$ cat src/rtl/overlay_pkg.sv
// Shared types and constants for the overlay SDRAM arbiter slice.
//   state_e      : arbiter FSM states
//   ADDR_W/PIX_W : SDRAM byte-address width and overlay pixel word width
//   ADDR_STEP    : byte step between consecutive 16-bit pixel words
package overlay_pkg;

  localparam int unsigned ADDR_W = 25;
  localparam int unsigned PIX_W  = 16;

  localparam logic [ADDR_W-1:0] ADDR_STEP = 25'd2;

  typedef enum logic [2:0] {
    StIdle,
    StWr,
    StRd,
    StGap,
    StBusy
  } state_e;

  function automatic logic [ADDR_W-1:0] next_rd_addr(input logic [ADDR_W-1:0] addr);
    // Natural 25-bit overflow gives the modulo-2^25 wrap.
    return addr + ADDR_STEP;
  endfunction

endpackage

$ cat src/rtl/overlay_mem_arbiter_if.sv
// SDRAM-side bus of the overlay arbiter.
//   master : arbiter side (drives address, write byte and strobes)
//   slave  : SDRAM controller side (drives read word and ready)
interface overlay_mem_arbiter_if;
  import overlay_pkg::*;

  logic [ADDR_W-1:0] mem_addr;
  logic [7:0]        mem_din;
  logic              mem_we;
  logic              mem_rd;
  logic [PIX_W-1:0]  mem_dout;
  logic              mem_ready;

  modport master (
    output mem_addr,
    output mem_din,
    output mem_we,
    output mem_rd,
    input  mem_dout,
    input  mem_ready
  );

  modport slave (
    input  mem_addr,
    input  mem_din,
    input  mem_we,
    input  mem_rd,
    output mem_dout,
    output mem_ready
  );

endinterface

$ cat src/rtl/overlay_prefetch_fifo.sv
// Synchronous prefetch FIFO with first-word-fall-through head.
//   clock, reset : rising-edge clock, asynchronous active-high reset
//   flush        : empties the FIFO; wins over push and pop
//   push/push_data, pop : write/read requests (pop ignored when empty)
//   head         : current front word (valid when empty=0)
//   count        : occupancy, 0..Depth
//   empty        : no words stored
module overlay_prefetch_fifo
  import overlay_pkg::*;
#(
  parameter int unsigned Depth = 8,
  localparam int unsigned PtrW = $clog2(Depth)
) (
  input  logic             clock,
  input  logic             reset,
  input  logic             flush,
  input  logic             push,
  input  logic [PIX_W-1:0] push_data,
  input  logic             pop,
  output logic [PIX_W-1:0] head,
  output logic [PtrW:0]    count,
  output logic             empty
);

  logic [PIX_W-1:0] storage_q [Depth];
  logic [PtrW-1:0]  wr_ptr_q, rd_ptr_q;
  logic [PtrW:0]    count_q;
  logic             full, do_push, do_pop;

  assign empty   = (count_q == '0);
  assign full    = (count_q == (PtrW+1)'(Depth));
  assign do_pop  = pop & ~empty;
  // A full FIFO can still accept a word in the cycle its head leaves.
  assign do_push = push & (~full | do_pop);
  assign head    = storage_q[rd_ptr_q];
  assign count   = count_q;

  always_ff @(posedge clock or posedge reset) begin
    if (reset) begin
      wr_ptr_q <= '0;
      rd_ptr_q <= '0;
      count_q  <= '0;
    end else if (flush) begin
      wr_ptr_q <= '0;
      rd_ptr_q <= '0;
      count_q  <= '0;
    end else begin
      if (do_push) wr_ptr_q <= wr_ptr_q + PtrW'(1);
      if (do_pop)  rd_ptr_q <= rd_ptr_q + PtrW'(1);
      case ({do_push, do_pop})
        2'b10:   count_q <= count_q + (PtrW+1)'(1);
        2'b01:   count_q <= count_q - (PtrW+1)'(1);
        default: ;
      endcase
    end
  end

  always_ff @(posedge clock) begin
    if (do_push && !flush) storage_q[wr_ptr_q] <= push_data;
  end

endmodule

$ cat src/rtl/overlay_mem_arbiter.sv
// Overlay SDRAM arbiter: shares one SDRAM port between the download byte-write stream and
// the sequential per-pixel overlay fetch, prefetching reads into a small FIFO.
//   clock, reset           : overlay clock, asynchronous active-high reset
//   dl_active/dl_wr/dl_addr/dl_data, dl_wait : download write path and its stall
//   frame_start            : VSync pulse; flushes the prefetch and restarts at BASE_ADDR
//   pix_ce/pix_active      : pixel enable and visible-area flag
//   pix_data               : overlay word for the current pixel
//   underrun/overflow      : sticky error flags
//   mem                    : SDRAM bus (master side)
module overlay_mem_arbiter
  import overlay_pkg::*;
#(
  parameter int unsigned       FIFO_DEPTH = 8,
  parameter logic [ADDR_W-1:0] BASE_ADDR  = '0
) (
  input  logic                  clock,
  input  logic                  reset,
  input  logic                  dl_active,
  input  logic                  dl_wr,
  input  logic [ADDR_W-1:0]     dl_addr,
  input  logic [7:0]            dl_data,
  output logic                  dl_wait,
  input  logic                  frame_start,
  input  logic                  pix_ce,
  input  logic                  pix_active,
  output logic [PIX_W-1:0]      pix_data,
  output logic                  underrun,
  output logic                  overflow,
  overlay_mem_arbiter_if.master mem
);

  localparam int unsigned CntW = $clog2(FIFO_DEPTH) + 1;

  state_e            state_q, state_d;
  logic              start_wr, start_rd;
  logic              op_rd_q;
  logic [ADDR_W-1:0] mem_addr_q;
  logic [7:0]        mem_din_q;

  logic              wr_full_q;
  logic [ADDR_W-1:0] wr_addr_q;
  logic [7:0]        wr_data_q;
  logic              overflow_q;

  logic [ADDR_W-1:0] rd_addr_q;
  logic              epoch_q, rd_epoch_q;
  logic              pf_en_q;
  logic              dl_active_q;

  logic [PIX_W-1:0]  pix_data_q;
  logic              underrun_q;

  logic              dl_rise, flush, done, inflight, can_prefetch;
  logic              push, pop, pix_take;
  logic              fifo_empty;
  logic [CntW-1:0]   fifo_count;
  logic [PIX_W-1:0]  fifo_head;

  assign dl_rise  = dl_active & ~dl_active_q;
  assign flush    = frame_start | dl_rise;
  assign done     = (state_q == StBusy) & mem.mem_ready;
  assign inflight = op_rd_q & (state_q != StIdle);
  // Never issue in a flush cycle: that read would be tagged with the dying epoch.
  assign can_prefetch = pf_en_q & ~dl_active & ~flush &
                        ((32'(fifo_count) + 32'(inflight)) < FIFO_DEPTH);
  assign push     = done & op_rd_q & (rd_epoch_q == epoch_q) & ~flush;
  assign pix_take = pix_ce & pix_active & ~dl_active & ~flush;
  assign pop      = pix_take & ~fifo_empty;

  overlay_prefetch_fifo #(
    .Depth(FIFO_DEPTH)
  ) u_fifo (
    .clock    (clock),
    .reset    (reset),
    .flush    (flush),
    .push     (push),
    .push_data(mem.mem_dout),
    .pop      (pop),
    .head     (fifo_head),
    .count    (fifo_count),
    .empty    (fifo_empty)
  );

  always_comb begin
    state_d  = state_q;
    start_wr = 1'b0;
    start_rd = 1'b0;
    case (state_q)
      StIdle: begin
        if (mem.mem_ready) begin
          if (wr_full_q) begin
            state_d  = StWr;
            start_wr = 1'b1;
          end else if (can_prefetch) begin
            state_d  = StRd;
            start_rd = 1'b1;
          end
        end
      end
      StWr, StRd: state_d = StGap;
      // The controller drops ready only after seeing the strobe, so skip one cycle.
      StGap:      state_d = StBusy;
      StBusy:     if (mem.mem_ready) state_d = StIdle;
      default:    state_d = StIdle;
    endcase
  end

  always_ff @(posedge clock or posedge reset) begin
    if (reset) begin
      state_q    <= StIdle;
      op_rd_q    <= 1'b0;
      mem_addr_q <= '0;
      mem_din_q  <= '0;
    end else begin
      state_q <= state_d;
      if (start_wr) begin
        op_rd_q    <= 1'b0;
        mem_addr_q <= wr_addr_q;
        mem_din_q  <= wr_data_q;
      end else if (start_rd) begin
        op_rd_q    <= 1'b1;
        mem_addr_q <= rd_addr_q;
      end
    end
  end

  // Download holding register.
  always_ff @(posedge clock or posedge reset) begin
    if (reset) begin
      wr_full_q  <= 1'b0;
      wr_addr_q  <= '0;
      wr_data_q  <= '0;
      overflow_q <= 1'b0;
    end else begin
      if (dl_wr && !wr_full_q) begin
        wr_full_q <= 1'b1;
        wr_addr_q <= dl_addr;
        wr_data_q <= dl_data;
      end else if (done && !op_rd_q) begin
        wr_full_q <= 1'b0;
      end
      if (dl_wr && wr_full_q) overflow_q <= 1'b1;
    end
  end

  // Prefetch address, epoch tagging and enable.
  always_ff @(posedge clock or posedge reset) begin
    if (reset) begin
      rd_addr_q   <= BASE_ADDR;
      epoch_q     <= 1'b0;
      rd_epoch_q  <= 1'b0;
      pf_en_q     <= 1'b0;
      dl_active_q <= 1'b0;
    end else begin
      dl_active_q <= dl_active;
      if (flush) begin
        rd_addr_q <= BASE_ADDR;
        epoch_q   <= ~epoch_q;
      end else if (start_rd) begin
        rd_addr_q <= next_rd_addr(rd_addr_q);
      end
      if (start_rd) rd_epoch_q <= epoch_q;
      if (dl_active)        pf_en_q <= 1'b0;
      else if (frame_start) pf_en_q <= 1'b1;
    end
  end

  // Pixel side.
  always_ff @(posedge clock or posedge reset) begin
    if (reset) begin
      pix_data_q <= '0;
      underrun_q <= 1'b0;
    end else begin
      if (pix_ce) pix_data_q <= pop ? fifo_head : '0;
      if (pix_take && fifo_empty) underrun_q <= 1'b1;
    end
  end

  assign dl_wait      = wr_full_q;
  assign overflow     = overflow_q;
  assign underrun     = underrun_q;
  assign pix_data     = pix_data_q;
  assign mem.mem_addr = mem_addr_q;
  assign mem.mem_din  = mem_din_q;
  assign mem.mem_we   = (state_q == StWr);
  assign mem.mem_rd   = (state_q == StRd);

endmodule

$ cat src/flat_wrapper.sv
// flat-port wrapper written by rule: the top's interface ports become plain ports
module overlay_mem_arbiter_flat import overlay_pkg::*;
#(
  parameter int unsigned       FIFO_DEPTH = 8,
  parameter logic [ADDR_W-1:0] BASE_ADDR  = '0
)
  (clock, reset, dl_active, dl_wr, dl_addr, dl_data, dl_wait, frame_start, pix_ce, pix_active, pix_data, underrun, overflow, mem_mem_addr, mem_mem_din, mem_mem_we, mem_mem_rd, mem_mem_dout, mem_mem_ready);
  overlay_mem_arbiter_if mem_i ();
  input  logic clock;
  input  logic reset;
  input  logic dl_active;
  input  logic dl_wr;
  input  logic [ADDR_W-1:0] dl_addr;
  input  logic [7:0] dl_data;
  output logic dl_wait;
  input  logic frame_start;
  input  logic pix_ce;
  input  logic pix_active;
  output logic [PIX_W-1:0] pix_data;
  output logic underrun;
  output logic overflow;
  output wire logic [$bits(mem_i.mem_addr)-1:0] mem_mem_addr;
  output wire logic [$bits(mem_i.mem_din)-1:0] mem_mem_din;
  output wire logic [$bits(mem_i.mem_we)-1:0] mem_mem_we;
  output wire logic [$bits(mem_i.mem_rd)-1:0] mem_mem_rd;
  input wire logic [$bits(mem_i.mem_dout)-1:0] mem_mem_dout;
  input wire logic [$bits(mem_i.mem_ready)-1:0] mem_mem_ready;
  assign mem_mem_addr = mem_i.mem_addr;
  assign mem_mem_din = mem_i.mem_din;
  assign mem_mem_we = mem_i.mem_we;
  assign mem_mem_rd = mem_i.mem_rd;
  assign mem_i.mem_dout = mem_mem_dout;
  assign mem_i.mem_ready = mem_mem_ready;
  overlay_mem_arbiter #(.FIFO_DEPTH(FIFO_DEPTH), .BASE_ADDR(BASE_ADDR)) u_core (.clock(clock), .reset(reset), .dl_active(dl_active), .dl_wr(dl_wr), .dl_addr(dl_addr), .dl_data(dl_data), .dl_wait(dl_wait), .frame_start(frame_start), .pix_ce(pix_ce), .pix_active(pix_active), .pix_data(pix_data), .underrun(underrun), .overflow(overflow), .mem(mem_i));
endmodule
$ cat config.mk
export PLATFORM = sky130hd
export DESIGN_NAME = overlay_mem_arbiter_flat
export DESIGN_NICKNAME = d
export VERILOG_FILES = /design/src/rtl/overlay_pkg.sv /design/src/rtl/overlay_mem_arbiter_if.sv /design/src/rtl/overlay_prefetch_fifo.sv /design/src/rtl/overlay_mem_arbiter.sv /design/src/flat_wrapper.sv
export SDC_FILE = /design/constraint.sdc
export NUM_CORES = 1
export LEC_CHECK = 0
export ABC_AREA = 1
export CORE_UTILIZATION = 35
export DETAILED_ROUTE_END_ITERATION = 8
export PLACE_DENSITY = 0.63
export RECOVER_POWER = 25
export REMOVE_ABC_BUFFERS = 1
export SYNTH_ARGS = -nofsm -noshare
export SYNTH_HDL_FRONTEND = slang
export SYNTH_SLANG_ARGS = --single-unit
$ cat constraint.sdc
create_clock -name clock -period 11.8 [get_ports clock]
set_input_delay 3.54 -clock clock [delete_from_list [all_inputs] [get_ports clock]]
set_output_delay 3.54 -clock clock [all_outputs]
set_load 0.02 [all_outputs]
==> flow_metrics.py <==
metrics = {
    "place": {
        "place.gp.congestion": 0.859,
        "place_inst": 1518,
        "io_buffer_count": 110,
        "place_ws_ns": 5.61,
        "dp_hpwl_microns": 15400,
    },
    "worst_setup_path": {
        "ff2ff_path_depth": 7,
        "crit_chain": "dlygate4sd3_1 > clkinvlp_2 > buf_4",
        "worst-endpoint-required_ns": 12.33,
        "cp.arrival_ns": 6.61,
        "reg2reg_from": "u_core.u_fifo.count[3]$_DFFE_PP0P_",
        "crit_family": "buffers and inverters",
        "slowest_stage": "clkinvlp_2",
        "path_class": "primary input to asynchronous set/reset pin",
        "crit-reg2reg-capture": "u_core.mem.mem_addr[6]$_DFFE_PP0P_",
        "r2r_slack_ns": 9.33,
        "endpoint_kind": "asynchronous set/reset pin",
        "cp_max_fo": 70,
        "cp_num_buf_inv": 3,
        "critPathMaxStageDelay_ns": 1.53,
        "critPathLaunchType": "primary input",
    },
    "routing": {
        "drtPass1Iterations": 5,
        "num_vias": 7749,
        "wl_met3_microns": 1290,
        "wl_met1_microns": 11600,
        "highest_layer": "met4",
        "wl_met2_microns": 11700,
        "drtIter0Drc": 468,
        "via_per_inst": 4.95,
        "wirelength_microns": 25400,
        "drcViolationCount": 0,
        "drt-wirelength-per-cell_microns": 16.2,
        "drtAntennaViolNets": 0,
    },
    "pwr": {
        "ir_drop_v": 0.0000976,
        "clkPwrFrac": 0.342,
        "total_leakage_power_nw": 5.23,
        "p_seq_frac": 0.459,
        "p_sw_w": 0.000673,
        "p_comb_frac": 0.199,
        "p_int_w": 0.00179,
        "switching_share": 0.273,
        "power.density_mw_per_mm2": 187,
    },
    "clock_tree": {
        "hold_buffers": 0,
        "clk_pin_slew_ns": 0.06,
        "cts.htree.levels": 1,
        "post_cts_buffers": 0,
        "cts_tree": "done",
        "clock_path_buffers": 3,
        "worst_skew_pair.late_latency_ns": 0.53,
        "cts-buffers-inserted": 27,
        "post_cts_resized": 0,
        "cts_root_buf": "clkbuf_16",
        "clock_sinks": 255,
    },
    "min_path": {
        "hold_class": "flop to flop",
        "holdPathStages": 1,
        "worstHoldStart": "u_core.overflow$_DFFE_PP0P_",
        "holdPathEnd": "u_core.overflow$_DFFE_PP0P_",
    },
    "floorplan": {
        "start_util": 0.355,
        "die_y_microns": 178,
        "rows": 64,
        "die-area_sq_mm": 0.0317,
        "core_sq_mm": 0.0305,
        "die_w_microns": 178,
        "boundaryPins": 111,
    },
    "cells_and_area": {
        "layout-drive-gt1-share": 0.0975,
        "fillers": 2875,
        "multiInputGateArea_sq_mm": 0.00335,
        "layout.nets": 1214,
        "layout_common_cells": "206 x nand2_1, 161 x nor2_1, 128 x edfxtp_1",
        "seq_area_sq_mm": 0.00702,
        "n_antenna_cell": 0,
        "instances_no_fill": 1565,
        "layout_commonest_cell": "nand2_1",
        "area_delta_synth_final_pct": 21.8,
    },
    "grt": {
        "grtUsageTotal": 0.163,
        "grt_pass1_wl_microns": 40900,
        "antenna_found_initial": 0,
        "grt_max_degree": 71,
        "grt_pass1_vias": 7693,
        "grt_overflow_total": 0,
    },
    "synthesis": {
        "synth_cells": 1040,
        "synth.avg_cell_area_sq_um": 10.4,
        "yosysWarnings": 0,
        "synthDistinctLibCells": 38,
        "ys_seq_area_frac": 0.648,
        "synth_area_sq_mm": 0.0108,
        "synth_seq_cells": 255,
    },
    "timing": {
        "fin_skew_ns": 0.0110,
        "setup_tns_ns": 0,
        "max_freq_ghz": 0.164,
        "fin_crit_ns": 6.08,
        "layout_setup_ws_ns": 5.72,
        "hold_viol_final": 0,
        "slew_viol_final": 59,
        "fin_crit_sh": 0.516,
        "slew_headroom": -0.818,
        "hold_ws_ns": 0.468,
        "setup_viol": 0,
        "rsz0062_at_grt": "no",
        "worst_pin_slew_ns": 2.71,
    },
    "run_status": {
        "violations": "max-capacitance violations, max-slew violations",
        "status": "finished with violations",
    },
    "run": {
        "drv_cap": 1,
    },
}
==> worst max-delay path by stage <==
| stage | from | endpoint | slack (ns) | cells after the start |
|---|---|---|---|---|
| 6_report | reset | u_core.mem.mem_din[0]$_DFFE_PP0P_ | 5.72 | 3 |
| 5_1_grt | reset | u_core.wr_data_q[7]$_DFFE_PP0P_ | 5.11 | 3 |
| 4_1_cts | dl_active | u_core.u_fifo.count[3]$_DFFE_PP0P_ | 6.18 | 15 |
| 3_5_place_dp | dl_active | u_core.u_fifo.count[3]$_DFFE_PP0P_ | 5.61 | 15 |
| 3_3_place_gp | dl_active | u_core.u_fifo.count[3]$_DFFE_PP0P_ | 5.69 | 15 |
| 2_1_floorplan | reset | u_core.dl_active_q$_DFF_PP0_ | 4.88 | 1 |
==> power groups by stage <==
stage                     logic, W  clock network [W]  registers, W
after detailed placement  0.000498                  0       0.00115
after CTS                 0.000500           0.000867       0.00113
after global routing      0.000541           0.000896       0.00115
after floorplan           0.000212                  0       0.00121
after global placement    0.000480                  0       0.00115
final                     0.000492           0.000843       0.00113
==> cell type report <==
class                      count  share of cell area
tap                          396              0.0376
clock buffer                  38              0.0566
clock inverter                 9             0.00939
multi-input combinational    679               0.254
sequential                   255               0.532
inverter                      63              0.0180
timing repair buffer         125              0.0920
==> stage by stage <==
step / power, W / utilization / cell area [sq um]
2_1_floorplan: 0.00142 / - / 10600
3_3_place_gp: 0.00163 / 0.404 / 12300
3_5_place_dp: 0.00165 / 0.404 / 12300
4_1_cts: 0.00250 / 0.433 / 13200
5_1_grt: 0.00259 / 0.432 / 13200
6_report: 0.00247 / 0.432 / 13200
==> per-layer routing <==
metal  GRT usage  up-vias
li1            -     3748
met3      0.0242       48
met4      0.0488        0
met1       0.223     3752
met2       0.268      201
met5           0        -
==> state kept, by name, indices dropped and copies added (netlist names), 4 cells and up <==
signal,count
u_core.u_fifo.storage_q,128
u_core.mem.mem_addr,25
u_core.wr_addr_q,25
u_core.rd_addr_q,24
u_core.pix_data,16
u_core.mem.mem_din,8
u_core.wr_data_q,8
u_core.u_fifo.count,4
==> cells by family after synthesis <==
kind of cell,after synthesis,synth area share
multiplexers,24,0.0249
AND/OR/NAND/NOR,476,0.188
adder cells (fa/ha/maj),6,0.00762
AO/OA/AOI/OAI,168,0.0833
flip-flops,255,0.648
buffers and inverters,106,0.0441
XOR/XNOR,5,0.00404
==> Yosys cell counts <==
cell | instances | area share
buf_4 | 7 | 0.0049
and2_1 | 1 | 0.00058
fa_1 | 1 | 0.0018
a21oi_2 | 2 | 0.0016
nand3_2 | 4 | 0.0037
ha_1 | 5 | 0.0058
nand2_2 | 4 | 0.0023
buf_1 | 3 | 0.0010
buf_6 | 4 | 0.0042
or2_2 | 1 | 0.00058
inv_2 | 7 | 0.0024
o22ai_1 | 25 | 0.014
buf_2 | 19 | 0.0088
o21bai_1 | 2 | 0.0014
dfrtp_1 | 127 | 0.29
nand2_4 | 2 | 0.0021
mux2_2 | 24 | 0.025
o211ai_1 | 2 | 0.0014
and3_1 | 1 | 0.00058
nor2_1 | 161 | 0.056
nor2_2 | 2 | 0.0012
a21o_1 | 1 | 0.00069
a21oi_1 | 28 | 0.013
a22o_1 | 1 | 0.00081
nor2_4 | 6 | 0.0062
xor2_1 | 5 | 0.0040
o31ai_1 | 1 | 0.00069
clkbuf_1 | 10 | 0.0035
nor3_2 | 2 | 0.0018
a31o_2 | 1 | 0.00081
nand2_1 | 206 | 0.071
edfxtp_1 | 128 | 0.35
inv_1 | 56 | 0.019
nand3_1 | 62 | 0.029
o21ai_1 | 15 | 0.0069
nand4_1 | 17 | 0.0098
nor3_1 | 7 | 0.0032
o21ai_0 | 90 | 0.042
(Power assumes the default switching activity.)
